<file path="src/rtl/oram_request_arbiter_if.sv">
// One TinyORAM front-end port: command, write-data and read-data channels.
// The master side issues commands and write data and consumes read data.
interface oram_request_arbiter_if #(
  parameter int ORAMU      = 32,
  parameter int FEDWidth   = 64,
  parameter int BECMDWidth = 2
);
  logic [BECMDWidth-1:0] Cmd;
  logic [ORAMU-1:0]      PAddr;
  logic                  CmdValid;
  logic                  CmdReady;
  logic [FEDWidth-1:0]   DataIn;
  logic                  DataInValid;
  logic                  DataInReady;
  logic [FEDWidth-1:0]   DataOut;
  logic                  DataOutValid;
  logic                  DataOutReady;

  modport master (
    output Cmd, PAddr, CmdValid, DataIn, DataInValid, DataOutReady,
    input  CmdReady, DataInReady, DataOut, DataOutValid
  );

  modport slave (
    input  Cmd, PAddr, CmdValid, DataIn, DataInValid, DataOutReady,
    output CmdReady, DataInReady, DataOut, DataOutValid
  );
endinterface

</file>
<file path="src/rtl/oram_request_arbiter.sv">
// Round-robin arbiter sharing one TinyORAM front-end port between two clients.
// A grant covers a whole transaction: command handshake plus one block of beats.
module oram_request_arbiter #(
  parameter int ORAMB      = 512,
  parameter int ORAMU      = 32,
  parameter int FEDWidth   = 64,
  parameter int BECMDWidth = 2
) (
  input  logic                          Clock,
  input  logic                          Reset,
  oram_request_arbiter_if.slave         r0,
  oram_request_arbiter_if.slave         r1,
  oram_request_arbiter_if.master        oram,
  output logic [1:0]                    Grant,
  output logic                          Busy
);

  localparam int Beats = ORAMB / FEDWidth;
  localparam int CntW  = (Beats > 1) ? $clog2(Beats) : 1;
  localparam logic [CntW-1:0] LastBeat = CntW'(Beats - 1);

  typedef enum logic [1:0] {IDLE, CMD, WDATA, RDATA} state_t;

  state_t          state;
  logic [1:0]      grant;
  logic            prio;
  logic [CntW-1:0] beat_cnt;

  logic g_cmd_valid;
  logic g_rd_cmd;
  logic g_din_valid;
  logic g_dout_ready;
  logic in_cmd;
  logic in_wdata;
  logic in_rdata;
  logic beat_hs;

  assign in_cmd   = (state == CMD);
  assign in_wdata = (state == WDATA);
  assign in_rdata = (state == RDATA);

  // AND-OR mux keyed on the registered one-hot grant; all zero when idle
  assign g_cmd_valid  = (grant[0] & r0.CmdValid)     | (grant[1] & r1.CmdValid);
  assign g_rd_cmd     = (grant[0] & r0.Cmd[1])       | (grant[1] & r1.Cmd[1]);
  assign g_din_valid  = (grant[0] & r0.DataInValid)  | (grant[1] & r1.DataInValid);
  assign g_dout_ready = (grant[0] & r0.DataOutReady) | (grant[1] & r1.DataOutReady);

  assign oram.Cmd      = ({BECMDWidth{grant[0]}} & r0.Cmd)    | ({BECMDWidth{grant[1]}} & r1.Cmd);
  assign oram.PAddr    = ({ORAMU{grant[0]}}      & r0.PAddr)  | ({ORAMU{grant[1]}}      & r1.PAddr);
  assign oram.DataIn   = ({FEDWidth{grant[0]}}   & r0.DataIn) | ({FEDWidth{grant[1]}}   & r1.DataIn);

  assign oram.CmdValid     = in_cmd   & g_cmd_valid;
  assign oram.DataInValid  = in_wdata & g_din_valid;
  // a stray read beat outside RDATA is held off, never consumed
  assign oram.DataOutReady = in_rdata & g_dout_ready;

  assign r0.CmdReady     = in_cmd   & grant[0] & oram.CmdReady;
  assign r1.CmdReady     = in_cmd   & grant[1] & oram.CmdReady;
  assign r0.DataInReady  = in_wdata & grant[0] & oram.DataInReady;
  assign r1.DataInReady  = in_wdata & grant[1] & oram.DataInReady;
  assign r0.DataOutValid = in_rdata & grant[0] & oram.DataOutValid;
  assign r1.DataOutValid = in_rdata & grant[1] & oram.DataOutValid;
  assign r0.DataOut      = oram.DataOut;
  assign r1.DataOut      = oram.DataOut;

  assign beat_hs = (oram.DataInValid & oram.DataInReady) |
                   (oram.DataOutValid & oram.DataOutReady);

  assign Grant = grant;
  assign Busy  = (state != IDLE);

  always_ff @(posedge Clock or posedge Reset) begin
    if (Reset) begin
      state    <= IDLE;
      grant    <= 2'b00;
      prio     <= 1'b0;
      beat_cnt <= '0;
    end else begin
      unique case (state)
        IDLE: begin
          if (r0.CmdValid || r1.CmdValid) begin
            state <= CMD;
            if (r0.CmdValid && r1.CmdValid) grant <= prio ? 2'b10 : 2'b01;
            else                            grant <= r1.CmdValid ? 2'b10 : 2'b01;
          end
        end
        CMD: begin
          if (!g_cmd_valid) begin
            // requester withdrew: no transaction, fairness state untouched
            state <= IDLE;
            grant <= 2'b00;
          end else if (oram.CmdReady) begin
            state    <= g_rd_cmd ? RDATA : WDATA;
            beat_cnt <= '0;
          end
        end
        WDATA, RDATA: begin
          if (beat_hs) begin
            beat_cnt <= beat_cnt + CntW'(1);
            if (beat_cnt == LastBeat) begin
              state    <= IDLE;
              grant    <= 2'b00;
              prio     <= grant[0];
              beat_cnt <= '0;
            end
          end
        end
        default: begin
          state <= IDLE;
          grant <= 2'b00;
        end
      endcase
    end
  end

endmodule

</file>
<file path="src/flat_wrapper.sv">
// flat-port wrapper written by rule: the top's interface ports become plain ports
module oram_request_arbiter_flat 
#(
  parameter int ORAMB      = 512,
  parameter int ORAMU      = 32,
  parameter int FEDWidth   = 64,
  parameter int BECMDWidth = 2
)
  (Clock, Reset, Grant, Busy, r0_Cmd, r0_PAddr, r0_CmdValid, r0_DataIn, r0_DataInValid, r0_DataOutReady, r0_CmdReady, r0_DataInReady, r0_DataOut, r0_DataOutValid, r1_Cmd, r1_PAddr, r1_CmdValid, r1_DataIn, r1_DataInValid, r1_DataOutReady, r1_CmdReady, r1_DataInReady, r1_DataOut, r1_DataOutValid, oram_Cmd, oram_PAddr, oram_CmdValid, oram_DataIn, oram_DataInValid, oram_DataOutReady, oram_CmdReady, oram_DataInReady, oram_DataOut, oram_DataOutValid);
  oram_request_arbiter_if #(.ORAMU(ORAMU), .FEDWidth(FEDWidth), .BECMDWidth(BECMDWidth)) r0_i ();
  oram_request_arbiter_if #(.ORAMU(ORAMU), .FEDWidth(FEDWidth), .BECMDWidth(BECMDWidth)) r1_i ();
  oram_request_arbiter_if #(.ORAMU(ORAMU), .FEDWidth(FEDWidth), .BECMDWidth(BECMDWidth)) oram_i ();
  input  logic Clock;
  input  logic Reset;
  output logic [1:0] Grant;
  output logic Busy;
  input wire logic [$bits(r0_i.Cmd)-1:0] r0_Cmd;
  input wire logic [$bits(r0_i.PAddr)-1:0] r0_PAddr;
  input wire logic [$bits(r0_i.CmdValid)-1:0] r0_CmdValid;
  input wire logic [$bits(r0_i.DataIn)-1:0] r0_DataIn;
  input wire logic [$bits(r0_i.DataInValid)-1:0] r0_DataInValid;
  input wire logic [$bits(r0_i.DataOutReady)-1:0] r0_DataOutReady;
  output wire logic [$bits(r0_i.CmdReady)-1:0] r0_CmdReady;
  output wire logic [$bits(r0_i.DataInReady)-1:0] r0_DataInReady;
  output wire logic [$bits(r0_i.DataOut)-1:0] r0_DataOut;
  output wire logic [$bits(r0_i.DataOutValid)-1:0] r0_DataOutValid;
  input wire logic [$bits(r1_i.Cmd)-1:0] r1_Cmd;
  input wire logic [$bits(r1_i.PAddr)-1:0] r1_PAddr;
  input wire logic [$bits(r1_i.CmdValid)-1:0] r1_CmdValid;
  input wire logic [$bits(r1_i.DataIn)-1:0] r1_DataIn;
  input wire logic [$bits(r1_i.DataInValid)-1:0] r1_DataInValid;
  input wire logic [$bits(r1_i.DataOutReady)-1:0] r1_DataOutReady;
  output wire logic [$bits(r1_i.CmdReady)-1:0] r1_CmdReady;
  output wire logic [$bits(r1_i.DataInReady)-1:0] r1_DataInReady;
  output wire logic [$bits(r1_i.DataOut)-1:0] r1_DataOut;
  output wire logic [$bits(r1_i.DataOutValid)-1:0] r1_DataOutValid;
  output wire logic [$bits(oram_i.Cmd)-1:0] oram_Cmd;
  output wire logic [$bits(oram_i.PAddr)-1:0] oram_PAddr;
  output wire logic [$bits(oram_i.CmdValid)-1:0] oram_CmdValid;
  output wire logic [$bits(oram_i.DataIn)-1:0] oram_DataIn;
  output wire logic [$bits(oram_i.DataInValid)-1:0] oram_DataInValid;
  output wire logic [$bits(oram_i.DataOutReady)-1:0] oram_DataOutReady;
  input wire logic [$bits(oram_i.CmdReady)-1:0] oram_CmdReady;
  input wire logic [$bits(oram_i.DataInReady)-1:0] oram_DataInReady;
  input wire logic [$bits(oram_i.DataOut)-1:0] oram_DataOut;
  input wire logic [$bits(oram_i.DataOutValid)-1:0] oram_DataOutValid;
  assign r0_i.Cmd = r0_Cmd;
  assign r0_i.PAddr = r0_PAddr;
  assign r0_i.CmdValid = r0_CmdValid;
  assign r0_i.DataIn = r0_DataIn;
  assign r0_i.DataInValid = r0_DataInValid;
  assign r0_i.DataOutReady = r0_DataOutReady;
  assign r0_CmdReady = r0_i.CmdReady;
  assign r0_DataInReady = r0_i.DataInReady;
  assign r0_DataOut = r0_i.DataOut;
  assign r0_DataOutValid = r0_i.DataOutValid;
  assign r1_i.Cmd = r1_Cmd;
  assign r1_i.PAddr = r1_PAddr;
  assign r1_i.CmdValid = r1_CmdValid;
  assign r1_i.DataIn = r1_DataIn;
  assign r1_i.DataInValid = r1_DataInValid;
  assign r1_i.DataOutReady = r1_DataOutReady;
  assign r1_CmdReady = r1_i.CmdReady;
  assign r1_DataInReady = r1_i.DataInReady;
  assign r1_DataOut = r1_i.DataOut;
  assign r1_DataOutValid = r1_i.DataOutValid;
  assign oram_Cmd = oram_i.Cmd;
  assign oram_PAddr = oram_i.PAddr;
  assign oram_CmdValid = oram_i.CmdValid;
  assign oram_DataIn = oram_i.DataIn;
  assign oram_DataInValid = oram_i.DataInValid;
  assign oram_DataOutReady = oram_i.DataOutReady;
  assign oram_i.CmdReady = oram_CmdReady;
  assign oram_i.DataInReady = oram_DataInReady;
  assign oram_i.DataOut = oram_DataOut;
  assign oram_i.DataOutValid = oram_DataOutValid;
  oram_request_arbiter #(.ORAMB(ORAMB), .ORAMU(ORAMU), .FEDWidth(FEDWidth), .BECMDWidth(BECMDWidth)) u_core (.Clock(Clock), .Reset(Reset), .r0(r0_i), .r1(r1_i), .oram(oram_i), .Grant(Grant), .Busy(Busy));
endmodule
</file>
<file path="config.mk">
export PLATFORM = sky130hd
export DESIGN_NAME = oram_request_arbiter_flat
export DESIGN_NICKNAME = d
export VERILOG_FILES = /design/src/rtl/oram_request_arbiter_if.sv /design/src/rtl/oram_request_arbiter.sv /design/src/flat_wrapper.sv
export SDC_FILE = /design/constraint.sdc
export NUM_CORES = 1
export LEC_CHECK = 0
export ABC_AREA = 1
export CELL_PAD_IN_SITES_DETAIL_PLACEMENT = 0
export CELL_PAD_IN_SITES_GLOBAL_PLACEMENT = 1
export CORE_AREA = 2 2 198 200
export DETAILED_ROUTE_END_ITERATION = 8
export DIE_AREA = 0 0 200 202
export PLACE_DENSITY_LB_ADDON = 0.1
export SYNTH_ARGS = -nofsm -noshare
export SYNTH_HDL_FRONTEND = slang
export SYNTH_SLANG_ARGS = --single-unit
</file>
<file path="constraint.sdc">
create_clock -name Clock -period 1.7 [get_ports Clock]
set_clock_uncertainty 0.2 [all_clocks]
set_input_delay 0.17 -clock Clock [delete_from_list [all_inputs] [get_ports Clock]]
set_output_delay 0.17 -clock Clock [all_outputs]
set_load 0.01 [all_outputs]
</file>
==> flow_summary.ini <==
[logic_synthesis]
synth_seq_cells = 8
netlist.area_leader.share_pct = 39.4
yosys_warnings = 0
synth_top_cell_by_area = buf_4
syn_avg_cell_area_um2 = 7.39
synthArstFlopShare_pct = 100
synth_edf_count = 0
synth.most_common_cell = buf_4
synth_ff_type = dfrtp_1
yosys.cell_types.count = 20
ys_seq_area_share_pct = 8.02
netlist_top_cells_count = buf_4, a22o_1, nand2_1, buf_2, inv_1
synthCells = 338
synth_area_mm2 = 0.00250
synth_area_leaders = buf_4, a22o_1, dfrtp_1, nand2_1, buf_2
syn_nets = 611

[sta]
min_period_ns = 1.96
finalSetupTns_ns = -13.33
rsz0062_at_grt = true
slew_violations = 0
tightest_slew_ns = 0.365
fmax_ghz = 0.511
setup_ws_ns = -0.256
hold_violations = 0
fin_crit_sh_pct = 115
finalSetupViolCount = 110
slew_headroom_pct = 75.7

[clocking]
clock_path_buffers = 2
tritoncts = yes
cts_buffers = 3
clk_pin_slew_worst_paths_ns = 0.04
root_buffer = clkbuf_16
cts.sinks = 8
hold_buffers = 0
cts-htree-levels = 1
insertion_delay_ns = 0.23

[floorplanning]
die-area_mm2 = 0.0404
die_h_um = 202
io_pins = 509
die_w_um = 200
rows = 72
coreArea_mm2 = 0.0383
initial_utilization_pct = 6.52

[setup_path]
cp.arrival_ns = 1.59
reg2regPathDepth = 10
worstReg2RegStart = u_core.Grant[0]
r2r-end = u_core.beat_cnt[2]
crit_type = reg2out
critPathMaxFanout = 7
r2r_slack_ns = -0.04
critPathCaptureType = output port
cp.required_ns = 1.33
cp-start-kind = flip-flop

[placed_design]
dp.final_hpwl_um = 16400
port_buffers = 316
dp_cells = 1052
finalWeightedCongestion = 0.748
place_area_mm2 = 0.00557

[global_routing]
antenna_found_initial = 3
overflow = 0
grt_start_max_net_pins = 33
grt_pass1_vias = 3541
grt_pass1_wl_um = 26000
grtUsageTotal_pct = 8.98

[final_layout]
seq_area_um2 = 208
nNetsFinal = 854
design_area_mm2 = 0.00614
fin_cells = 1099
n_fill_cell = 4365
drive_gt1_share_pct = 38.6
multiInputGateArea_mm2 = 0.00139
areaGrowthSynthToFinish_pct = 146
final_core_util_pct = 16.0

[outcome]
status = finished with violations
violations = negative setup slack

[routing]
drtAntennaViolNets = 0
wl_per_cell_um = 19.1
drcViolationCount = 0
drt_iter0_markers = 117
drt_first_pass_iters = 4
vias_per_cell = 3.14
wl_um = 21000
num_vias = 3449

[power]
ir_drop_mv = 0.205
finalPower_mw = 1.11
p_leak_nw = 2.66
power_density_mw_per_mm2 = 181

[run]
maxCapViolCount = 0

[worst_hold_path]
hold_class = in2async
## report_power, final
| part | internal, mW | switching (mW) |
|---|---|---|
| combinational | 0.418 | 0.0990 |
| clock | 0.313 | 0.0930 |
| sequential | 0.191 | 0 |
| total | 0.922 | 0.192 |
## cells by family (layout without fill, tap and decap cells)
group / count (synthesis) / after routing / synth area share, %
AOI/OAI and AO/OA: 103 / 103 / 35.3
and+or+nand+nor: 60 / 60 / 10.1
adders and majority gates: 2 / 2 / 1.00
buffers and inverters: 165 / 407 / 45.6
DFF: 8 / 8 / 8.02
other: 0 / 1 / 0
## placed cells by master, fill, tap and decap left out, drive strengths merged
cell type and count:
dfrtp 8, clkdlybuf4s15 1, a21boi 1, nand3 6
diode 1, dlygate4sd2 1, ha 2, nand4 2
clkbuf 41, o21ai 2, clkinvlp 2, clkdlybuf4s50 206
a22o 97, nor2 8, nand2 37, a21oi 3
or2 2, nand3b 1, inv 11, buf 145
nor3 4
## registers in the layout, summed over array words and instances, names as in the netlist
| register | flops |
|---|---|
| u_core.beat_cnt | 3 |
| u_core.Grant | 2 |
| u_core.state | 2 |
| u_core.prio | 1 |
## metrics by stage
stage                     hold slack (ns)  setup WS, ns
after floorplan                    -0.214        0.0438
after global placement              0.140        -0.215
after detailed placement            0.140        -0.222
after CTS                          0.0285        -0.340
after global routing               0.0588        -0.302
final                              0.0105        -0.256
## layout make-up
cell class                 instances  share of cell area [%]
timing repair buffer             390                    61.2
multi-input combinational        165                    22.6
tap                              518                    10.6
sequential                         8                    3.38
clock buffer                       4                    1.28
inverter                          13                   0.917
antenna                            1                  0.0407
## worst max-delay path, cell delays in order, from the launching register on
cell and delay (ns):
dfrtp_4 0.52, buf_6 0.14, buf_12 0.13, buf_6 0.12
buf_6 0.11, a22o_1 0.19, buf_2 0.14
## layer usage
metal / part of all wire, % / vias up / GRT usage, %
met5: 0.095 / - / 0
met1: 35 / 1582 / 9.00
met4: 0.37 / 4 / 0.899
met2: 53 / 291 / 17.7
li1: - / 1558 / -
met3: 11 / 14 / 3.44
## worst max path at each step
stage	startpoint	end	slack (ns)
6_report	u_core.Grant[0]	oram_DataIn[34]	-0.26
5_1_grt	u_core.Grant[0]	oram_DataIn[34]	-0.30
4_1_cts	u_core.Grant[0]	oram_PAddr[0]	-0.34
3_5_place_dp	r0_CmdValid	oram_CmdValid	-0.22
3_3_place_gp	r1_CmdValid	oram_CmdValid	-0.21
2_1_floorplan	u_core.beat_cnt[0]	u_core.beat_cnt[0]	0.04
## timing repair
action | 4_1_cts | 5_1_grt
gates cloned | 4 | 6
gates resized for setup | 292 | 258
setup endpoints to repair | 116 | 115
pin swaps | 4 | 24
setup buffers | 18 | 18
(Power assumes the default switching activity.)
